==> src/rtl/debug_seq_pkg.sv <==
// Shared op codes, status bit positions, FSM state encodings and sequencing rules
// for the debug status register sequencer.
package debug_seq_pkg;

    localparam logic [1:0] OP_STATUS     = 2'd0;
    localparam logic [1:0] OP_HALT       = 2'd1;
    localparam logic [1:0] OP_RESUME     = 2'd2;
    localparam logic [1:0] OP_RESET_HALT = 2'd3;

    localparam int BIT_DBG_REQ = 0;
    localparam int BIT_DBG_ACK = 1;
    localparam int BIT_RST_REQ = 2;
    localparam int BIT_HALTED  = 3;

    typedef logic [3:0] state_t;
    localparam state_t ST_IDLE        = 4'd0;
    localparam state_t ST_RD_SETUP    = 4'd1;
    localparam state_t ST_RD_ACCESS   = 4'd2;
    localparam state_t ST_WR_SETUP    = 4'd3;
    localparam state_t ST_WR_ACCESS   = 4'd4;
    localparam state_t ST_GAP         = 4'd5;
    localparam state_t ST_POLL_SETUP  = 4'd6;
    localparam state_t ST_POLL_ACCESS = 4'd7;
    localparam state_t ST_RESP        = 4'd8;

    // DBG_REQ is toggle-on-write, so the write only carries bit0 when it must flip.
    function automatic logic [7:0] write_value(input logic [1:0] op, input logic dbg_req);
        logic [7:0] w;
        w = 8'h00;
        case (op)
            OP_HALT:       w[BIT_DBG_REQ] = ~dbg_req;
            OP_RESUME:     w[BIT_DBG_REQ] = dbg_req;
            OP_RESET_HALT: begin
                w[BIT_DBG_REQ] = ~dbg_req;
                w[BIT_RST_REQ] = 1'b1;
            end
            default:       w = 8'h00;
        endcase
        return w;
    endfunction

    function automatic logic poll_done(input logic [1:0] op, input logic [3:0] s);
        logic d;
        case (op)
            OP_HALT:       d = s[BIT_HALTED] & s[BIT_DBG_ACK];
            OP_RESUME:     d = ~s[BIT_HALTED] & ~s[BIT_DBG_REQ];
            OP_RESET_HALT: d = ~s[BIT_RST_REQ] & s[BIT_HALTED] & s[BIT_DBG_REQ];
            default:       d = 1'b1;
        endcase
        return d;
    endfunction

endpackage

==> src/rtl/debug_sequencer_apb.sv <==
// Single-transfer APB engine: start launches SETUP next cycle, ACCESS holds until PREADY.
// A start coincident with done re-enters SETUP, so PENABLE always drops for a cycle.
module apb_master_port #(
    parameter logic [4:0] ADDR = 5'h00
) (
    input  logic       PCLK,
    input  logic       PRESET,
    input  logic       start,
    input  logic       write,
    input  logic [7:0] wdata,
    output logic       done,
    output logic [7:0] rdata,
    output logic       PSEL,
    output logic       PENABLE,
    output logic       PWRITE,
    output logic [4:0] PADDR,
    output logic [7:0] PWDATA,
    input  logic [7:0] PRDATA,
    input  logic       PREADY
);

    assign done  = PSEL & PENABLE & PREADY;
    assign rdata = PRDATA;
    assign PADDR = ADDR;

    always_ff @(posedge PCLK or posedge PRESET) begin
        if (PRESET) begin
            PSEL    <= 1'b0;
            PENABLE <= 1'b0;
            PWRITE  <= 1'b0;
            PWDATA  <= 8'h00;
        end else if (start) begin
            PSEL    <= 1'b1;
            PENABLE <= 1'b0;
            PWRITE  <= write;
            if (write)
                PWDATA <= wdata;
        end else if (PSEL && !PENABLE) begin
            PENABLE <= 1'b1;
        end else if (done) begin
            PSEL    <= 1'b0;
            PENABLE <= 1'b0;
            PWRITE  <= 1'b0;
        end
    end

endmodule

==> src/rtl/debug_sequencer.sv <==
// Host command sequencer driving the debug status register over APB (read, optional RMW, poll).
// One command in flight; cmd_ready only in IDLE, PREADY stalls are absorbed without limit.
module debug_sequencer
    import debug_seq_pkg::*;
#(
    parameter logic [4:0] STATUS_ADDR = 5'h00,
    parameter int         POLL_GAP    = 4,
    parameter int         POLL_LIMIT  = 255
) (
    input  logic       PCLK,
    input  logic       PRESET,
    input  logic       cmd_valid,
    output logic       cmd_ready,
    input  logic [1:0] cmd_op,
    output logic       rsp_valid,
    output logic [7:0] rsp_status,
    output logic       rsp_error,
    output logic       busy,
    output logic       PSEL,
    output logic       PENABLE,
    output logic       PWRITE,
    output logic [4:0] PADDR,
    output logic [7:0] PWDATA,
    input  logic [7:0] PRDATA,
    input  logic       PREADY
);

    localparam logic [7:0] GAP_LAST = 8'(POLL_GAP - 1);
    localparam logic [7:0] LIMIT    = 8'(POLL_LIMIT);

    state_t     state;
    logic [1:0] op;
    logic [7:0] gap_cnt;
    logic [7:0] poll_cnt;
    logic       start;
    logic       wr;
    logic       done;
    logic [7:0] rdata;
    logic [7:0] rd_w;

    assign rd_w      = write_value(op, rdata[BIT_DBG_REQ]);
    assign cmd_ready = (state == ST_IDLE);
    assign busy      = (state != ST_IDLE);
    assign rsp_valid = (state == ST_RESP);

    always_comb begin
        start = 1'b0;
        wr    = 1'b0;
        case (state)
            ST_IDLE:      start = cmd_valid;
            ST_RD_ACCESS: begin
                if (done && op != OP_STATUS) begin
                    start = 1'b1;
                    wr    = (rd_w != 8'h00);
                end
            end
            ST_GAP:       start = (gap_cnt == GAP_LAST);
            default:      start = 1'b0;
        endcase
    end

    apb_master_port #(.ADDR(STATUS_ADDR)) u_apb (
        .PCLK    (PCLK),
        .PRESET  (PRESET),
        .start   (start),
        .write   (wr),
        .wdata   (rd_w),
        .done    (done),
        .rdata   (rdata),
        .PSEL    (PSEL),
        .PENABLE (PENABLE),
        .PWRITE  (PWRITE),
        .PADDR   (PADDR),
        .PWDATA  (PWDATA),
        .PRDATA  (PRDATA),
        .PREADY  (PREADY)
    );

    always_ff @(posedge PCLK or posedge PRESET) begin
        if (PRESET) begin
            state      <= ST_IDLE;
            op         <= OP_STATUS;
            gap_cnt    <= 8'h00;
            poll_cnt   <= 8'h00;
            rsp_status <= 8'h00;
            rsp_error  <= 1'b0;
        end else begin
            case (state)
                ST_IDLE: begin
                    if (cmd_valid) begin
                        op    <= cmd_op;
                        state <= ST_RD_SETUP;
                    end
                end
                ST_RD_SETUP:   state <= ST_RD_ACCESS;
                ST_RD_ACCESS: begin
                    if (done) begin
                        rsp_status <= rdata;
                        rsp_error  <= 1'b0;
                        if (op == OP_STATUS)
                            state <= ST_RESP;
                        else if (rd_w != 8'h00)
                            state <= ST_WR_SETUP;
                        else
                            state <= ST_POLL_SETUP;
                    end
                end
                ST_WR_SETUP:   state <= ST_WR_ACCESS;
                ST_WR_ACCESS: begin
                    if (done) begin
                        gap_cnt <= 8'h00;
                        state   <= ST_GAP;
                    end
                end
                ST_GAP: begin
                    if (gap_cnt == GAP_LAST) begin
                        gap_cnt <= 8'h00;
                        state   <= ST_POLL_SETUP;
                    end else begin
                        gap_cnt <= gap_cnt + 8'd1;
                    end
                end
                ST_POLL_SETUP: state <= ST_POLL_ACCESS;
                ST_POLL_ACCESS: begin
                    if (done) begin
                        rsp_status <= rdata;
                        poll_cnt   <= poll_cnt + 8'd1;
                        if (poll_done(op, rdata[3:0])) begin
                            rsp_error <= 1'b0;
                            state     <= ST_RESP;
                        end else if (poll_cnt + 8'd1 == LIMIT) begin
                            rsp_error <= 1'b1;
                            state     <= ST_RESP;
                        end else begin
                            gap_cnt <= 8'h00;
                            state   <= ST_GAP;
                        end
                    end
                end
                ST_RESP: begin
                    poll_cnt <= 8'h00;
                    state    <= ST_IDLE;
                end
                default:       state <= ST_IDLE;
            endcase
        end
    end

endmodule

==> config.mk <==
export PLATFORM = sky130hd
export DESIGN_NAME = debug_sequencer
export DESIGN_NICKNAME = d
export VERILOG_FILES = /design/src/rtl/debug_seq_pkg.sv /design/src/rtl/debug_sequencer_apb.sv /design/src/rtl/debug_sequencer.sv
export SDC_FILE = /design/constraint.sdc
export NUM_CORES = 1
export LEC_CHECK = 0
export BUFFER_PORTS_ARGS = -buffer_cell sky130_fd_sc_hd__clkbuf_2
export CORE_MARGIN = 4
export CORE_UTILIZATION = 46
export CTS_BUF_LIST = sky130_fd_sc_hd__clkbuf_8
export DETAILED_ROUTE_END_ITERATION = 12
export PLACE_DENSITY = 0.77
export SLEW_MARGIN = 5
export SYNTH_ARGS = -nofsm -noshare
export SYNTH_HDL_FRONTEND = slang
export SYNTH_SLANG_ARGS = --single-unit
export TNS_END_PERCENT = 10
==> constraint.sdc <==
create_clock -name PCLK -period 2.8 [get_ports PCLK]
set_clock_uncertainty 0.05 [all_clocks]
set_input_delay 0 -clock PCLK [delete_from_list [all_inputs] [get_ports PCLK]]
set_output_delay 0 -clock PCLK [all_outputs]
set_load 0.005 [all_outputs]
==> impl_metrics.json <==
{
  "outcome": "finished clean",
  "dp_hpwl_mm": 3.26,
  "dominantRegCellSynth": "dfrtp_1",
  "syn_inst": 226,
  "area_growth_pct": 15.7,
  "synth-xor-area-share_pct": 1.21,
  "cp_max_fo": 12,
  "core.rowCount": 24,
  "cp_data_arrival_time_ns": 2.67,
  "synth_edf_count": 0,
  "r2r-end": "poll_cnt[4]",
  "fill_cells": 392,
  "critPathSlowestCell": "o41a_1",
  "hold_end": "u_apb.PSEL",
  "r2r_setup_slack_ns": 0.27,
  "cts_root_buf": "clkbuf_8",
  "die_area_mm2": 0.00587,
  "ff2ff_path_depth": 7,
  "synthAdderAreaFrac_pct": 2.20,
  "ir_drop_v": 0.000526,
  "io_buffers": 30,
  "final_core_util_pct": 56.4,
  "rsz0062_at_grt": "false",
  "start_util_pct": 48.7,
  "vias": 1838,
  "syn_avg_cell_area_um2": 9.58,
  "synth_seq_cells": 36,
  "worst_hold_path.num_cells": 3,
  "crit_path_start_kind": "register",
  "cp_top_family": "simple AND/OR/NAND/NOR gates",
  "synthSimpleGateAreaFrac_pct": 22.1,
  "async_reset_ff_share_pct": 100,
  "r2r-start": "gap_cnt[1]",
  "wl_per_cell_um": 14.6,
  "muxShareOfSynthArea_pct": 6.65,
  "hold_class": "input port to register",
  "clk_path_buf_depth": 2,
  "crit_chain": "ha_1 > or4b_1 > o41a_1 > nor4_4 > buf_4 > mux2i_1 > a22o_1",
  "routabilityCongestion": 0.847,
  "fp.dieW_um": 76.6,
  "crit_type": "register to register",
  "yosys_warnings": 0,
  "cp_num_buf_inv": 1,
  "drcViolationCount": 0,
  "p_leak_uw": 0.00117,
  "diodes": 0,
  "grt.overflow.total": 0,
  "cts_sinks": 36,
  "drtAntennaViolNets": 0,
  "grt_pass1_vias": 1704,
  "setup-violations-final": 0,
  "clkSlewWorstSetupHoldPaths_ns": 0.07,
  "powerDensity_mw_per_mm2": 897,
  "tritoncts": "built",
  "layout.cells.non_filler": 320,
  "drive_gt1_share_pct": 21.3,
  "timing.setup.tns_ns": 0,
  "period_minus_slack_ns": 2.53,
  "netlist-cell-type-count": 59,
  "nets": 285,
  "min_from": "cmd_valid",
  "clock_latency_ns": 0.29,
  "cp.required_ns": 2.93,
  "antenna_found_initial": 0,
  "cts_max_level": 2,
  "groute.usage.overall_pct": 16.7,
  "seqCellArea_um2": 901,
  "maxCapViolCount": 0,
  "grt_start_max_net_pins": 21,
  "drt-total-wl_mm": 4.66,
  "synth_top_family_by_area": "simple AND/OR/NAND/NOR gates",
  "coreArea_mm2": 0.00444,
  "slew_violations": 0,
  "slowest_delay_ns": 0.49,
  "fmax_mhz": 395,
  "cts_buffers": 5,
  "tightest_slew_ns": 0.657,
  "via_per_inst": 5.74,
  "maxSlewHeadroom_pct": 56.2,
  "synth_compound_area_share_pct": 18.4,
  "netlist_area_mm2": 0.00216,
  "hold_viol": 0,
  "post-route-period-util_pct": 90.5,
  "die_h_um": 76.6,
  "grt_pass1_wl_mm": 8.11,
  "multiInputGateArea_mm2": 0.00113,
  "endpoint_kind": "register",
  "dr.pass1.iters": 4,
  "drtIter0Drc": 107,
  "place_inst": 301,
  "ys_seq_area_share_pct": 41.6,
  "ioPinCount": 42
}
-- cell usage after synthesis, types with 4 or more instances --
| cell type | n | share of area [%] |
|---|---|---|
| and3_1 | 8 | 2.3 |
| nor2_1 | 15 | 2.6 |
| nand2_1 | 12 | 2.1 |
| mux2_2 | 11 | 5.7 |
| dfrtp_1 | 36 | 42 |
| nor2b_1 | 4 | 1.2 |
| a31oi_1 | 5 | 1.4 |
| clkbuf_1 | 5 | 0.87 |
| nand3_1 | 18 | 4.2 |
| o21ai_0 | 8 | 1.8 |
| a21oi_1 | 12 | 2.8 |
| o21ai_1 | 6 | 1.4 |
| nor3_1 | 4 | 0.92 |
| inv_1 | 10 | 1.7 |
| buf_4 | 11 | 3.8 |
-- kinds of logic after synthesis --
family | after synthesis
fa+ha+maj | 4
mux | 13
buf+inv | 29
compound gates | 57
xor+xnor | 3
simple gates | 83
flops | 36
other cells | 1
-- worst max path at each step --
stage	startpoint	to	slack, ns	cells past startpoint
global placement	gap_cnt[1]	poll_cnt[4]	0.37	7
global route	gap_cnt[1]	poll_cnt[4]	0.13	7
finish	gap_cnt[1]	poll_cnt[4]	0.27	7
detailed placement	gap_cnt[1]	poll_cnt[4]	0.30	7
CTS	gap_cnt[1]	poll_cnt[4]	0.28	7
floorplan	gap_cnt[0]	poll_cnt[3]	0.44	7
-- power breakdown --
part           switching, µW  internal (µW)
combinational            476            449
clock                    184            168
sequential               266            703
total                    926           1320
-- routing by layer --
metal | GRT usage, % | up-vias | wire, µm
met2 | 26.4 | 50 | 2180
met4 | 5.62 | 0 | 78
met5 | 0 | - | 0
li1 | - | 902 | -
met3 | 4.49 | 9 | 236
met1 | 22.0 | 877 | 2160
-- cells in the final DEF (no fill, tap or decap), types with 3 or more instances in the layout --
master | netlist | routed
ha_1 | 3 | 3
dlygate4sd3_1 | 0 | 12
nor2_1 | 15 | 15
a31oi_1 | 5 | 5
dfrtp_1 | 36 | 36
a21oi_1 | 12 | 12
nand2b_1 | 3 | 3
clkbuf_8 | 0 | 5
nand3_1 | 18 | 18
inv_1 | 10 | 10
clkbuf_2 | 0 | 30
conb_1 | 1 | 11
nor2b_1 | 4 | 4
and3_1 | 8 | 8
o21ai_0 | 8 | 8
mux2_2 | 11 | 11
nand2_1 | 12 | 12
nor3_1 | 4 | 4
a221o_1 | 3 | 3
o21ai_1 | 6 | 6
-- final cells by class --
class	count	area share, %
tap	52	2.60
timing repair buffer	44	11.4
inverter	10	1.50
multi-input combinational	171	45.3
sequential	36	36.0
clock buffer	5	2.75
clock inverter	2	0.500
-- sequential cells by signal, indices dropped and copies added (netlist names) --
signal / cells
rsp_status: 8
state: 4
rsp_error: 1
poll_cnt: 8
u_apb.PWRITE: 1
op: 2
u_apb.PSEL: 1
u_apb.PWDATA: 2
u_apb.PENABLE: 1
gap_cnt: 8
-- worst min-delay path, cell delays in order --
cell and delay [ns]:
clkbuf_2 0.09, nand2_1 0.13, nand3_1 0.10
-- timing repair --
| item | in CTS | in global routing |
|---|---|---|
| hold buffers | 12 | 0 |
| hold endpoints to repair | 28 | 0 |
| resized for setup | 0 | 0 |
| buffers inserted | 0 | 0 |
-- metrics by stage --
stage | setup WS (ns) | instance area (µm²) | hold WS, ns | power (µW)
4_1_cts | 0.282 | 2500 | 0.00226 | 2240
3_5_place_dp | 0.296 | 2300 | 0.0669 | 1870
6_report | 0.265 | 2500 | 0.0165 | 2250
3_3_place_gp | 0.368 | 2300 | 0.0631 | 1850
2_1_floorplan | 0.438 | 2200 | 0.0461 | 1630
5_1_grt | 0.133 | 2500 | 0.0333 | 2440
(Power assumes the default switching activity.)
